===== config.mk =====
export PLATFORM = sky130hd
export DESIGN_NAME = life_board_loader
export DESIGN_NICKNAME = d
export VERILOG_FILES = /design/src/rtl/life_board_loader.sv
export SDC_FILE = /design/constraint.sdc
export NUM_CORES = 1
export LEC_CHECK = 0
export CORE_MARGIN = 8
export CORE_UTILIZATION = 35
export CTS_CLUSTER_SIZE = 8
export DETAILED_ROUTE_END_ITERATION = 8
export PLACE_DENSITY = 0.66
export SYNTH_ARGS = -nofsm -noshare
export SYNTH_HDL_FRONTEND = slang
export SYNTH_SLANG_ARGS = --single-unit
export TNS_END_PERCENT = 30

===== constraint.sdc =====
create_clock -name clk -period 3.5 [get_ports clk]
set_clock_uncertainty 0.1 [all_clocks]
set_input_delay 0.525 -clock clk [delete_from_list [all_inputs] [get_ports clk]]
set_output_delay 0.525 -clock clk [all_outputs]
set_load 0.02 [all_outputs]

===== src/rtl/life_board_loader.sv =====
// Control-side driver for a ROWS x COLS life-cell array: serial pattern load,
// then free-running or single-stepped generation strobes.
module life_board_loader #(
  parameter int ROWS = 8,
  parameter int COLS = 8,
  parameter int PW   = 24,
  parameter int GW   = 16
) (
  input  logic                 clk,
  input  logic                 reset,
  input  logic                 load_start,
  input  logic                 bit_valid,
  input  logic                 bit_data,
  output logic                 bit_ready,
  input  logic                 run,
  input  logic                 step,
  input  logic [PW-1:0]        period,
  output logic [ROWS*COLS-1:0] write_en,
  output logic                 set,
  output logic                 prog,
  output logic                 load_done,
  output logic                 busy,
  output logic [GW-1:0]        gen_count
);
  localparam int N  = ROWS * COLS;
  localparam int IW = (N > 1) ? $clog2(N) : 1;

  typedef enum logic [1:0] {IDLE, LOAD, RUN} state_t;

  state_t         state;
  logic [IW-1:0]  idx;
  logic [PW-1:0]  pcnt;
  logic [PW-1:0]  plim;
  logic           accept;

  // Period 0 behaves like period 1.
  assign plim   = (period == '0) ? '0 : period - PW'(1);
  assign accept = bit_valid & bit_ready;

  always_ff @(posedge clk) begin
    if (reset) begin
      state     <= IDLE;
      idx       <= '0;
      pcnt      <= '0;
      write_en  <= '0;
      set       <= 1'b0;
      prog      <= 1'b0;
      bit_ready <= 1'b0;
      load_done <= 1'b0;
      busy      <= 1'b0;
      gen_count <= '0;
    end else begin
      write_en  <= '0;
      set       <= 1'b0;
      prog      <= 1'b0;
      load_done <= 1'b0;
      case (state)
        IDLE: begin
          if (load_start) begin
            state     <= LOAD;
            idx       <= '0;
            gen_count <= '0;
            bit_ready <= 1'b1;
            busy      <= 1'b1;
          end else if (run) begin
            state <= RUN;
            pcnt  <= '0;
            busy  <= 1'b1;
          end else if (step) begin
            prog      <= 1'b1;
            gen_count <= gen_count + GW'(1);
          end
        end
        LOAD: begin
          if (accept) begin
            write_en <= {{(N-1){1'b0}}, 1'b1} << idx;
            set      <= bit_data;
            idx      <= idx + IW'(1);
            if (idx == IW'(N - 1)) begin
              state     <= IDLE;
              idx       <= '0;
              bit_ready <= 1'b0;
              busy      <= 1'b0;
              load_done <= 1'b1;
            end
          end
        end
        RUN: begin
          if (!run) begin
            state <= IDLE;
            pcnt  <= '0;
            busy  <= 1'b0;
          end else if (pcnt == plim) begin
            pcnt      <= '0;
            prog      <= 1'b1;
            gen_count <= gen_count + GW'(1);
          end else begin
            pcnt <= pcnt + PW'(1);
          end
        end
        default: begin
          state     <= IDLE;
          bit_ready <= 1'b0;
          busy      <= 1'b0;
        end
      endcase
    end
  end
endmodule

==> results.yml, run 1 <==
global_route:
  gr-total-overflow: 0
  global_route_wire_length_before_repair_um: 24900
  antenna_found_initial: 0
  grt_usage: 0.153
  pin_count_of_the_biggest_net_entering_global_routing: 33
  grt_pass1_vias: 5029
run_status:
  run_status: "finished, final reports clean"
route:
  drt-total-wl_um: 15800
  antenna_left: 0
  vias_per_cell: 5.05
  first_pass_iters: 4
  remaining_drc_errors: 0
  drt-wirelength-per-cell_um: 14.9
  drt_first_iter_violations: 255
  via_count: 5338
run:
  drv.max_cap_violation_count: 0
pwr:
  power.density_cell_area_nw_per_um2: 405
  share_clk_of_total_power: 0.503
  seq_power_share: 0.408
  switchingPower_w: 0.000895
  pleak_nw: 3.16
  intPower_w: 0.00243
  vdd_ir_drop_max_v: 0.000352
  share_comb_of_total_power: 0.089
  p_sw_frac: 0.269
worst_setup_path:
  crit_fanout: 8
  end_kind: "register"
  critical_path_required_ns: 3.74
  timing_worst_setup_path_type: "in -> reg"
  type_of_origin_of_the_critical_path: "input port"
  critPathArrivalTime_ns: 3.69
floorplanning:
  chipHeight_um: 141
  core.rowCount: 46
  dieArea_um2: 20000
  floorplan.die.width_um: 141
  coreArea_um2: 15600
  io_pins: 116
  initial_utilization: 0.353
yosys:
  synth_nets: 681
  synth-simple-area-share: 0.291
  xor_xnor_share_of_the_synthesized_area: 0.0568
  post_syn_instances: 641
  yosys_register_bits: 117
  ys_types: 65
  syn-cell-area_um2: 5500
  dominant_combinational_cell_family_by_area_after_synthesis: "simple AND/OR/NAND/NOR gates"
  synth_top_flop_cell: "sky130_fd_sc_hd__dfxtp_1"
  number_of_flops_mapped_to_enable_cells_by_yosys: 0
  synth_adder_area_share: 0.0205
  synth_compound_area_frac: 0.162
  synth_sequential_area_ratio: 0.426
  async_flop_share: 0
  synth.area.mux_share: 0.00932
  synthesis.area_per_instance_um2: 8.58
  synth_warnings: 0
clock_network:
  clock_transition_time_at_the_flip_flop_clock_pins_of_the_worst_setup_and_hold_paths_ns: 0.07
  clock_tree.htree_level_count: 4
  cts_buffers: 17
  cts_tree: "built"
  worstSkewPairLatency_ns: 0.41
  cts.sinks: 117
  cts_hold_buf: 0
  ctsLongestPathBuffers: 2
  cts_root_buffer: "sky130_fd_sc_hd__clkbuf_16"
sta:
  max_freq_mhz: 290
  hold_slack_ns: 0.389
  final_max_slew_viol_count: 0
  layout_worst_path_cycle_share: 0.985
  remaining_max_slew_budget_at_the_tightest_pin: 0.582
  setup_viol_count_final: 0
  period_minus_slack_ns: 3.45
  tightestPinTransition_ns: 0.624
  report.final.hold_viol_count: 0
  setup_slack_ns: 0.0517
placement:
  detailedPlacementHpwl_um: 11400
  place_congestion: 0.832
  detailedPlace.worstSlack_ns: -0.878
  port-buffer-count: 115
  placedCellCount: 1014
final_layout:
  post-route-util: 0.526
  layoutNonFillerInstCount: 1057
  nets: 868
  area_growth_syn_to_layout_pct: 49.2
  num_antenna_cells: 0
  layout_common_cells: "sky130_fd_sc_hd__dfxtp_1, sky130_fd_sc_hd__nor2_1, sky130_fd_sc_hd__clkdlybuf4s50_1"
  drive_above_1_share: 0.185
  mostFrequentLayoutCell: "sky130_fd_sc_hd__dfxtp_1"
worst_hold_path:
  hold_path.class: "reg -> reg"
## kinds of logic after synthesis
logic type,count (synthesis)
and+or+nand+nor,297
AOI/OAI and AO/OA,136
DFF,117
buffers and inverters,46
xor gates and xnor gates,31
adders and majority gates,9
muxes,5
## power groups by stage
stage | logic [W] | registers (W) | clock network (W)
4_1_cts | 0.000292 | 0.00136 | 0.00170
5_1_grt | 0.000324 | 0.00136 | 0.00177
3_5_place_dp | 0.000280 | 0.00139 | 0
6_report | 0.000296 | 0.00136 | 0.00167
3_3_place_gp | 0.000277 | 0.00139 | 0
2_1_floorplan | 0.000142 | 0.00139 | 0
## metal layers
layer | vias to the layer above | track usage | share of wire
met5 | - | 0 | 0
li1 | 2690 | - | -
met1 | 2479 | 0.196 | 0.46
met3 | 17 | 0.0444 | 0.060
met4 | 0 | 0.0554 | 0.015
met2 | 152 | 0.240 | 0.46
## critical path, stage by stage
cell and delay (ns):
sky130_fd_sc_hd__dlygate4sd2_1 0.28, sky130_fd_sc_hd__or4_4 0.58, sky130_fd_sc_hd__nor4_4 0.34, sky130_fd_sc_hd__buf_4 0.17, sky130_fd_sc_hd__xnor3_1 0.14, sky130_fd_sc_hd__nand3b_1 0.10
sky130_fd_sc_hd__a21oi_2 0.15, sky130_fd_sc_hd__o2111ai_2 0.19, sky130_fd_sc_hd__nor4_4 0.27, sky130_fd_sc_hd__buf_6 0.17, sky130_fd_sc_hd__a21boi_4 0.09, sky130_fd_sc_hd__buf_12 0.18
sky130_fd_sc_hd__or3_1 0.36, sky130_fd_sc_hd__a21oi_2 0.13
## layout make-up
type	instances	area (µm²)
fill	1433	7390
multi-input combinational	480	3160
sequential	117	2340
timing repair buffer	188	1770
clock buffer	17	425
tap	216	270
clock inverter	15	153
inverter	24	90.1
## final timing paths
check | endpoint | slack [ns] | start | cells after the start
max | gen_count[6] | 0.05 | period[9] | 14
min | gen_count[15] | 0.39 | gen_count[15] | 2
max reg2reg | gen_count[6] | 0.55 | pcnt[21] | 10
min reg2reg | gen_count[15] | 0.39 | gen_count[15] | 2
## cells in the mapped netlist (all sizes together), types with 10 or more instances
master	number	area share
xnor2	18	0.029
nor2	106	0.072
nand4	11	0.015
a21oi	32	0.030
and3	17	0.019
nor3b	12	0.016
nand2	37	0.025
inv	24	0.016
clkbuf	12	0.0082
nand3	27	0.025
o21ai	34	0.031
or3	12	0.014
nor4	11	0.025
nor3	15	0.015
buf	10	0.010
dfxtp	117	0.43
or4	15	0.020
a21o	12	0.016
xor2	10	0.016
o31ai	10	0.014
## state kept, by name (all words and copies together) (netlist names)
register   cells
pcnt          24
idx            6
bit_ready      1
write_en      64
busy           1
load_done      1
state          2
set            1
gen_count     16
prog           1
## per-stage QoR
step / power (W) / setup TNS, ns / instance area, µm²
6_report: 0.00333 / 0 / 8210
5_1_grt: 0.00345 / -1.10 / 8210
4_1_cts: 0.00335 / 0 / 8080
3_5_place_dp: 0.00167 / -31.00 / 7340
3_3_place_gp: 0.00166 / -28.99 / 7340
2_1_floorplan: 0.00153 / -0.521 / 5520
## repair_timing
action / 4_1_cts / 5_1_grt
endpoints found under the setup margin: 40 / 35
pin swaps: 26 / 16
buffers inserted: 3 / 4
cloned: 2 / 2
gates resized for setup: 41 / 24
Power figures use the tool's default switching activity.
==> inputs of run 2 (changes only) <==
- ABC_CLOCK_PERIOD_IN_PS: not set -> 3500
- HOLD_SLACK_MARGIN: not set -> 0.08
==> results of run 2 <==
No change in the layout: final DEF, timing and power equal those of run 1.
